**src/rtl/frame_read_ctrl_if.sv**
```systemverilog
// Frame-cache read port: request/accept address channel plus in-order data return.
interface frame_read_ctrl_if #(
  parameter int unsigned ADDR_W = 17
) ();
  logic              MEM_RREQ;
  logic [ADDR_W-1:0] MEM_RADDR;
  logic              MEM_RACK;
  logic              MEM_RVALID;
  logic [15:0]       MEM_RDATA;

  modport master (output MEM_RREQ, MEM_RADDR, input MEM_RACK, MEM_RVALID, MEM_RDATA);
  modport slave  (input MEM_RREQ, MEM_RADDR, output MEM_RACK, MEM_RVALID, MEM_RDATA);
endinterface

```
**src/rtl/frame_read_ctrl.sv**
```systemverilog
// Raster-order frame prefetcher feeding the VGA pixel mux through a credit-limited FIFO.
// Optional colour-bar test pattern on pops when FRC_TEST_PATTERN_EN is defined.
module frame_read_ctrl #(
  parameter int unsigned IMG_W           = 240,
  parameter int unsigned IMG_H           = 320,
  parameter int unsigned ADDR_W          = 17,
  parameter int unsigned FIFO_AW         = 4,
  parameter logic [15:0] UNDERFLOW_COLOR = 16'hF800
) (
  input  logic              CLK_40M,
  input  logic              RST_N,
  input  logic              VSYNC_IN,
  input  logic              PIX_RD,
`ifdef FRC_TEST_PATTERN_EN
  input  logic              TP_SEL,
`endif
  output logic [15:0]       PIX_DATA,
  frame_read_ctrl_if.master mem,
  output logic              UNDERFLOW,
  output logic              FRAME_DONE
);
  localparam int unsigned NPIX   = IMG_W * IMG_H;
  localparam int unsigned DEPTH  = 2 ** FIFO_AW;
  localparam int unsigned PTR_W  = FIFO_AW + 1;
  localparam int unsigned CRED_W = FIFO_AW + 2;
  localparam int unsigned DISC_W = FIFO_AW + 3;
  localparam logic [ADDR_W-1:0] END_ADDR  = ADDR_W'(NPIX);
  localparam logic [ADDR_W-1:0] LAST_ADDR = ADDR_W'(NPIX - 1);
`ifdef FRC_TEST_PATTERN_EN
  localparam int unsigned COL_W = $clog2(IMG_W);
  localparam int unsigned BAR_W = IMG_W / 8;
  localparam logic [15:0] BAR_COLOR [8] = '{16'hFFFF, 16'hFFE0, 16'h07FF, 16'h07E0,
                                            16'hF81F, 16'hF800, 16'h001F, 16'h0000};
`endif

  typedef enum logic [1:0] {S_IDLE, S_FLUSH, S_FETCH, S_DONE} state_t;

  state_t              state_q, state_d;
  logic                vsync_q, vsync_prev_q;
  logic                rreq_q, rreq_d;
  logic [ADDR_W-1:0]   raddr_q, raddr_d;
  logic [PTR_W-1:0]    outst_q, outst_d;
  logic [DISC_W-1:0]   disc_q, disc_d;
  logic [PTR_W-1:0]    wr_ptr_q, wr_ptr_d, rd_ptr_q, rd_ptr_d;
  logic [15:0]         pix_q, pix_d;
  logic                underflow_q, underflow_d;
  logic                frame_done_q, frame_done_d;
  logic [ADDR_W-1:0]   push_cnt_q, push_cnt_d;
  logic [15:0]         fifo_mem [DEPTH];
`ifdef FRC_TEST_PATTERN_EN
  logic [COL_W-1:0]    col_q, col_d;
`endif

  logic                frame_start, ack, drop, push, pop_ok, empty, full;
  logic [PTR_W-1:0]    count, count_d;
  logic [CRED_W-1:0]   credit_d;

  // Stale returns (requested before the last flush) are dropped, never pushed
  assign frame_start = vsync_prev_q & ~vsync_q;
  assign count       = wr_ptr_q - rd_ptr_q;
  assign empty       = (count == '0);
  assign full        = (count == PTR_W'(DEPTH));
  assign ack         = rreq_q & mem.MEM_RACK;
  assign drop        = mem.MEM_RVALID & ((state_q == S_FLUSH) | (disc_q != '0));
  assign push        = mem.MEM_RVALID & ~drop;
  assign pop_ok      = PIX_RD & ~empty & (state_q != S_FLUSH);

  always_comb begin
    state_d      = state_q;
    raddr_d      = raddr_q + ADDR_W'(ack);
    outst_d      = outst_q + PTR_W'(ack) - PTR_W'(push);
    disc_d       = disc_q - DISC_W'(drop);
    wr_ptr_d     = wr_ptr_q + PTR_W'(push);
    rd_ptr_d     = rd_ptr_q + PTR_W'(pop_ok);
    pix_d        = pix_q;
    underflow_d  = underflow_q;
    frame_done_d = push && (push_cnt_q == LAST_ADDR);
    push_cnt_d   = push_cnt_q + ADDR_W'(push);
`ifdef FRC_TEST_PATTERN_EN
    col_d        = col_q;
`endif

    // Pop sees the FIFO as it was before this cycle's push
    if (PIX_RD && state_q != S_FLUSH) begin
      if (empty) begin
        pix_d       = UNDERFLOW_COLOR;
        underflow_d = 1'b1;
      end else begin
        pix_d = fifo_mem[rd_ptr_q[FIFO_AW-1:0]];
      end
`ifdef FRC_TEST_PATTERN_EN
      if (TP_SEL) pix_d = BAR_COLOR[3'(col_q / COL_W'(BAR_W))];
      col_d = (col_q == COL_W'(IMG_W - 1)) ? '0 : col_q + COL_W'(1);
`endif
    end

    unique case (state_q)
      S_IDLE:  if (frame_start) state_d = S_FLUSH;
      S_FLUSH: begin
        state_d     = S_FETCH;
        wr_ptr_d    = '0;
        rd_ptr_d    = '0;
        raddr_d     = '0;
        underflow_d = 1'b0;
        push_cnt_d  = '0;
        outst_d     = '0;
        disc_d      = disc_q + DISC_W'(outst_q) - DISC_W'(mem.MEM_RVALID);
        if (PIX_RD) pix_d = UNDERFLOW_COLOR;
`ifdef FRC_TEST_PATTERN_EN
        col_d       = '0;
`endif
      end
      S_FETCH: if (raddr_q == END_ADDR && outst_q == '0) state_d = S_DONE;
      S_DONE:  ;
      default: state_d = S_IDLE;
    endcase
    if (frame_start) state_d = S_FLUSH;

    // Request is registered from next-cycle values so credits are exact
    count_d  = wr_ptr_d - rd_ptr_d;
    credit_d = CRED_W'(count_d) + CRED_W'(outst_d);
    rreq_d   = (state_d == S_FETCH) && (credit_d < CRED_W'(DEPTH)) && (raddr_d < END_ADDR);
  end

  always_ff @(posedge CLK_40M or negedge RST_N) begin
    if (!RST_N) begin
      state_q      <= S_IDLE;
      vsync_q      <= 1'b1;
      vsync_prev_q <= 1'b1;
      rreq_q       <= 1'b0;
      raddr_q      <= '0;
      outst_q      <= '0;
      disc_q       <= '0;
      wr_ptr_q     <= '0;
      rd_ptr_q     <= '0;
      pix_q        <= '0;
      underflow_q  <= 1'b0;
      frame_done_q <= 1'b0;
      push_cnt_q   <= '0;
`ifdef FRC_TEST_PATTERN_EN
      col_q        <= '0;
`endif
    end else begin
      state_q      <= state_d;
      vsync_q      <= VSYNC_IN;
      vsync_prev_q <= vsync_q;
      rreq_q       <= rreq_d;
      raddr_q      <= raddr_d;
      outst_q      <= outst_d;
      disc_q       <= disc_d;
      wr_ptr_q     <= wr_ptr_d;
      rd_ptr_q     <= rd_ptr_d;
      pix_q        <= pix_d;
      underflow_q  <= underflow_d;
      frame_done_q <= frame_done_d;
      push_cnt_q   <= push_cnt_d;
`ifdef FRC_TEST_PATTERN_EN
      col_q        <= col_d;
`endif
    end
  end

  always_ff @(posedge CLK_40M) begin
    if (push) fifo_mem[wr_ptr_q[FIFO_AW-1:0]] <= mem.MEM_RDATA;
  end

  a_no_overflow: assert property (@(posedge CLK_40M) disable iff (!RST_N) !(push && full));

  assign PIX_DATA      = pix_q;
  assign UNDERFLOW     = underflow_q;
  assign FRAME_DONE    = frame_done_q;
  assign mem.MEM_RREQ  = rreq_q;
  assign mem.MEM_RADDR = raddr_q;
endmodule

```
**src/flat_wrapper.sv**
```systemverilog
// flat-port wrapper written by rule: the top's interface ports become plain ports
module frame_read_ctrl_flat 
#(
  parameter int unsigned IMG_W           = 240,
  parameter int unsigned IMG_H           = 320,
  parameter int unsigned ADDR_W          = 17,
  parameter int unsigned FIFO_AW         = 4,
  parameter logic [15:0] UNDERFLOW_COLOR = 16'hF800
)
  (CLK_40M, RST_N, VSYNC_IN, PIX_RD, PIX_DATA, UNDERFLOW, FRAME_DONE, mem_MEM_RREQ, mem_MEM_RADDR, mem_MEM_RACK, mem_MEM_RVALID, mem_MEM_RDATA);
  frame_read_ctrl_if #(.ADDR_W(ADDR_W)) mem_i ();
  input  logic CLK_40M;
  input  logic RST_N;
  input  logic VSYNC_IN;
  input  logic PIX_RD;
  output logic [15:0] PIX_DATA;
  output logic UNDERFLOW;
  output logic FRAME_DONE;
  output wire logic [$bits(mem_i.MEM_RREQ)-1:0] mem_MEM_RREQ;
  output wire logic [$bits(mem_i.MEM_RADDR)-1:0] mem_MEM_RADDR;
  input wire logic [$bits(mem_i.MEM_RACK)-1:0] mem_MEM_RACK;
  input wire logic [$bits(mem_i.MEM_RVALID)-1:0] mem_MEM_RVALID;
  input wire logic [$bits(mem_i.MEM_RDATA)-1:0] mem_MEM_RDATA;
  assign mem_MEM_RREQ = mem_i.MEM_RREQ;
  assign mem_MEM_RADDR = mem_i.MEM_RADDR;
  assign mem_i.MEM_RACK = mem_MEM_RACK;
  assign mem_i.MEM_RVALID = mem_MEM_RVALID;
  assign mem_i.MEM_RDATA = mem_MEM_RDATA;
  frame_read_ctrl #(.IMG_W(IMG_W), .IMG_H(IMG_H), .ADDR_W(ADDR_W), .FIFO_AW(FIFO_AW), .UNDERFLOW_COLOR(UNDERFLOW_COLOR)) u_core (.CLK_40M(CLK_40M), .RST_N(RST_N), .VSYNC_IN(VSYNC_IN), .PIX_RD(PIX_RD), .PIX_DATA(PIX_DATA), .mem(mem_i), .UNDERFLOW(UNDERFLOW), .FRAME_DONE(FRAME_DONE));
endmodule
```
**config.mk**
```make
export PLATFORM = sky130hd
export DESIGN_NAME = frame_read_ctrl_flat
export DESIGN_NICKNAME = d
export VERILOG_FILES = /design/src/rtl/frame_read_ctrl_if.sv /design/src/rtl/frame_read_ctrl.sv /design/src/flat_wrapper.sv
export SDC_FILE = /design/constraint.sdc
export NUM_CORES = 1
export LEC_CHECK = 0
export ABC_CLOCK_PERIOD_IN_PS = 7470
export BUFFER_PORTS_ARGS = -buffer_cell sky130_fd_sc_hd__buf_2
export CELL_PAD_IN_SITES_DETAIL_PLACEMENT = 1
export CELL_PAD_IN_SITES_GLOBAL_PLACEMENT = 2
export CORE_MARGIN = 10
export CORE_UTILIZATION = 46
export CTS_CLUSTER_DIAMETER = 150
export DETAILED_ROUTE_END_ITERATION = 7
export PLACE_DENSITY_LB_ADDON = 0.1
export SETUP_SLACK_MARGIN = 0.02
export SLEW_MARGIN = 20
export SYNTH_ARGS = -nofsm -noshare
export SYNTH_HDL_FRONTEND = slang
export SYNTH_SLANG_ARGS = --single-unit
```
**constraint.sdc**
```tcl
create_clock -name CLK_40M -period 7.47 [get_ports CLK_40M]
set_clock_uncertainty 0.2 [all_clocks]
set_input_delay 0.3735 -clock CLK_40M [delete_from_list [all_inputs] [get_ports CLK_40M]]
set_output_delay 0.3735 -clock CLK_40M [all_outputs]
set_load 0.01 [all_outputs]
```
==> results.sh <==
export IMPL_synth_top_area_share=0.5382
export IMPL_synthCells=903
export IMPL_fillers=2903
export IMPL_worst_pin_slew_ns=1.101
export IMPL_timing_hold_violations_final=0
export IMPL_coreArea_sq_um=30590
export IMPL_yosys_warnings=0
export IMPL_required_ns=7.70
export IMPL_dr_pass1_iters=5
export IMPL_avgSynthCellArea_sq_um=15.82
export IMPL_drc=0
export IMPL_grt_pass1_wl_um=52720
export IMPL_status="finished clean"
export IMPL_std_cell_rows=64
export IMPL_clock_fmax_ghz=0.1746
export IMPL_grt_usage=0.1769
export IMPL_cts_tree="done"
export IMPL_end_kind="flip-flop"
export IMPL_postCtsSetupBuffers=0
export IMPL_grtUsageMet1=0.2229
export IMPL_antenna_found_initial=2
export IMPL_timing_final_ws_setup_ns=1.744
export IMPL_cts_repair_resized=0
export IMPL_clock_latency_ns=0.51
export IMPL_vias=7885
export IMPL_synth_edf_count=256
export IMPL_start_util=0.4669
export IMPL_seq_area_frac_synth=0.6768
export IMPL_busiest_layer="met2"
export IMPL_cts_buffers=36
export IMPL_setup_violations=0
export IMPL_rsz0062_at_grt="false"
export IMPL_die_area_sq_um=38500
export IMPL_syn_cell_area_sq_um=14280
export IMPL_synth_nets=970
export IMPL_synthTopCellsByArea="edfxtp_1 (54%), dfrtp_1 (13%), mux4_2 (11%)"
export IMPL_cts_path_max_buffers=3
export IMPL_timing_final_max_slew_violations=0
export IMPL_layout_commonest_cell="edfxtp_1"
export IMPL_ys_seq_elements=335
export IMPL_hp_class="input pin to asynchronous set/reset pin"
export IMPL_gr_total_overflow=0
export IMPL_dp_slack_ns=1.746
export IMPL_drive_gt1_frac=0.2180
export IMPL_syn2layout_area_growth_pct=14.41
export IMPL_period_share=0.7666
export IMPL_synth_largest_area_cell="edfxtp_1"
export IMPL_synth_main_ff_cell="edfxtp_1"
export IMPL_cp_data_arrival_time_ns=5.96
export IMPL_start_kind="flip-flop"
export IMPL_period_needed_ns=5.726
export IMPL_relSlewSlack=0.2635
export IMPL_synthArstFlopShare=0.2358
export IMPL_cap_violations=0
export IMPL_grt_pass1_vias=8777
export IMPL_gp_congestion=0.7744
export IMPL_cp_max_fo=28
export IMPL_die_h_um=196.2
export IMPL_grtUsageMet2=0.3020
export IMPL_grt_max_degree=70
export IMPL_drt_iter0_markers=527
export IMPL_avgRoutedWirePerCell_um=24.16
export IMPL_setup_tns_ns=0
export IMPL_fp_dieW_um=196.2
export IMPL_wl_um=33980
export IMPL_yosysUniqueCellTypes=50
export IMPL_p_leak_nw=6.120
export IMPL_layout_common_cells="edfxtp_1 (256), dfrtp_1 (75), mux4_2 (69), nand2_1 (65), nor2_1 (59)"
export IMPL_cts_root_buf="clkbuf_16"
export IMPL_ant_nets=0
export IMPL_vdd_drop_max_uv=216.4
export IMPL_cts_sinks=335
export IMPL_clkTransAtPathRegs_ns=0.06
export IMPL_fin_nets=1050
export IMPL_crit_type="flip-flop to flip-flop"
export IMPL_power_density_nw_per_um2=346.1
export IMPL_grt_use_met3=0.03291
export IMPL_hpwlAfterDp_um=21510
export IMPL_viasPerCell=5.608
export IMPL_io_buffers=57
export IMPL_io_pins=58
export IMPL_htreeDepth=2
==> layout make-up <==
cell class,count,area [sq um],area share
Clock buffer,45,944.7,0.05781
Clock inverter,19,265.3,0.01623
Sequential cell,335,9672,0.5919
Inverter,43,161.4,0.009877
Timing Repair Buffer,82,480.5,0.02940
Multi-Input combinational cell,485,4319,0.2643
Antenna cell,1,2.502,0.0001531
Tap cell,396,495.5,0.03032
==> cell families after synthesis <==
family	after synthesis	share of synthesized area
buf+inv	83	0.02278
fa+ha+maj	45	0.04100
simple gates	252	0.08673
flops	335	0.6768
compound gates	66	0.03119
xor+xnor	51	0.03127
mux	71	0.1102
==> worst paths after layout <==
path / startpoint / to / slack [ns] / cells past startpoint
worst max-delay path: u_core.rd_ptr_q[2] / u_core.mem.MEM_RREQ / 1.74 / 24
worst min-delay path: RST_N / u_core.disc_q[6] / 0.03 / 2
worst max register to register: u_core.rd_ptr_q[2] / u_core.mem.MEM_RREQ / 1.74 / 24
worst min register to register: u_core.vsync_q / u_core.vsync_prev_q / 0.17 / 0
max in group asynchronous: RST_N / u_core.rd_ptr_q[0] / 5.80 / 3
min in group CLK_40M: mem_MEM_RDATA[13] / u_core.fifo_mem[12][13] / 0.03 / 1
==> cells in the mapped netlist (2+ instances only) <==
cell	instances
and4_1	3
fa_1	3
o31ai_1	2
buf_2	8
nand2b_1	7
edfxtp_1	256
nor2_1	60
nor2b_1	23
nand3_1	43
dfrtp_1	77
clkbuf_1	26
ha_1	42
and3_1	3
xnor2_1	23
buf_1	5
nor4b_1	3
dfstp_2	2
a31oi_1	10
o21ai_0	13
nor4_1	7
mux4_2	69
nand2_1	65
and2_1	5
nor3_1	8
mux2i_1	2
a21o_1	7
inv_1	42
nand4_1	10
a41o_1	11
a21oi_1	16
or3_1	6
xor2_1	28
==> worst max-delay path: stages, from the launching register on <==
cell	delay (ns)
dfrtp_1	0.37
buf_4	0.24
inv_2	0.54
ha_1	0.38
a21oi_1	0.17
o21ai_0	0.13
and3_1	0.19
a21o_1	0.18
a21oi_2	0.16
buf_4	0.29
and2_1	0.18
ha_1	0.17
ha_1	0.19
xor2_1	0.16
nand2b_1	0.11
ha_1	0.36
a21o_1	0.20
a21oi_1	0.17
xnor2_1	0.15
xnor2_1	0.14
ha_1	0.25
nor3_1	0.19
nand3_1	0.10
a211o_1	0.27
a31oi_1	0.14
==> what timing repair did <==
item,CTS,global route
endpoints found under the setup margin,0,0
hold buffers,2,0
hold endpoints to repair,11,0
==> routing by layer <==
metal / vias up / wire [um]
li1: 3575 / -
met4: 2 / 875
met5: - / 17
met1: 4102 / 14650
met2: 144 / 17120
met3: 62 / 1313
==> state kept, by name, indices dropped and copies added, names as in the netlist, named ones only <==
signal / flops
u_core.state_q: 2
u_core.rd_ptr_q: 5
u_core.FRAME_DONE: 1
u_core.fifo_mem: 256
u_core.mem.MEM_RADDR: 17
u_core.push_cnt_q: 17
u_core.vsync_prev_q: 1
u_core.disc_q: 7
u_core.mem.MEM_RREQ: 1
u_core.UNDERFLOW: 1
u_core.wr_ptr_q: 5
u_core.vsync_q: 1
u_core.outst_q: 5
u_core.PIX_DATA: 5
==> power by group <==
group	total (mW)	leakage (nW)	internal, mW	switching [mW]
sequential	2.22	3.33	2.11	0.117
combinational	1.61	2.20	0.751	0.858
clock	1.82	0.587	1.11	0.711
total	5.66	6.12	3.97	1.69
==> stage by stage <==
| stage | instances | total power [mW] | hold slack [ns] | area (sq um) | util |
|---|---|---|---|---|---|
| after floorplan | 903 | 3.429 | -0.1221 | 14280 | - |
| after global placement | 1339 | 3.834 | 0.01620 | 15110 | 0.4938 |
| after detailed placement | 1339 | 3.904 | 0.02281 | 15110 | 0.4938 |
| after CTS | 1405 | 5.747 | 0.01225 | 16340 | 0.5340 |
| after global routing | 1406 | 6.000 | 0.02511 | 16340 | 0.5342 |
| final | 1406 | 5.655 | 0.03042 | 16340 | 0.5342 |
Note: power is estimated with default switching activity, not from simulation.
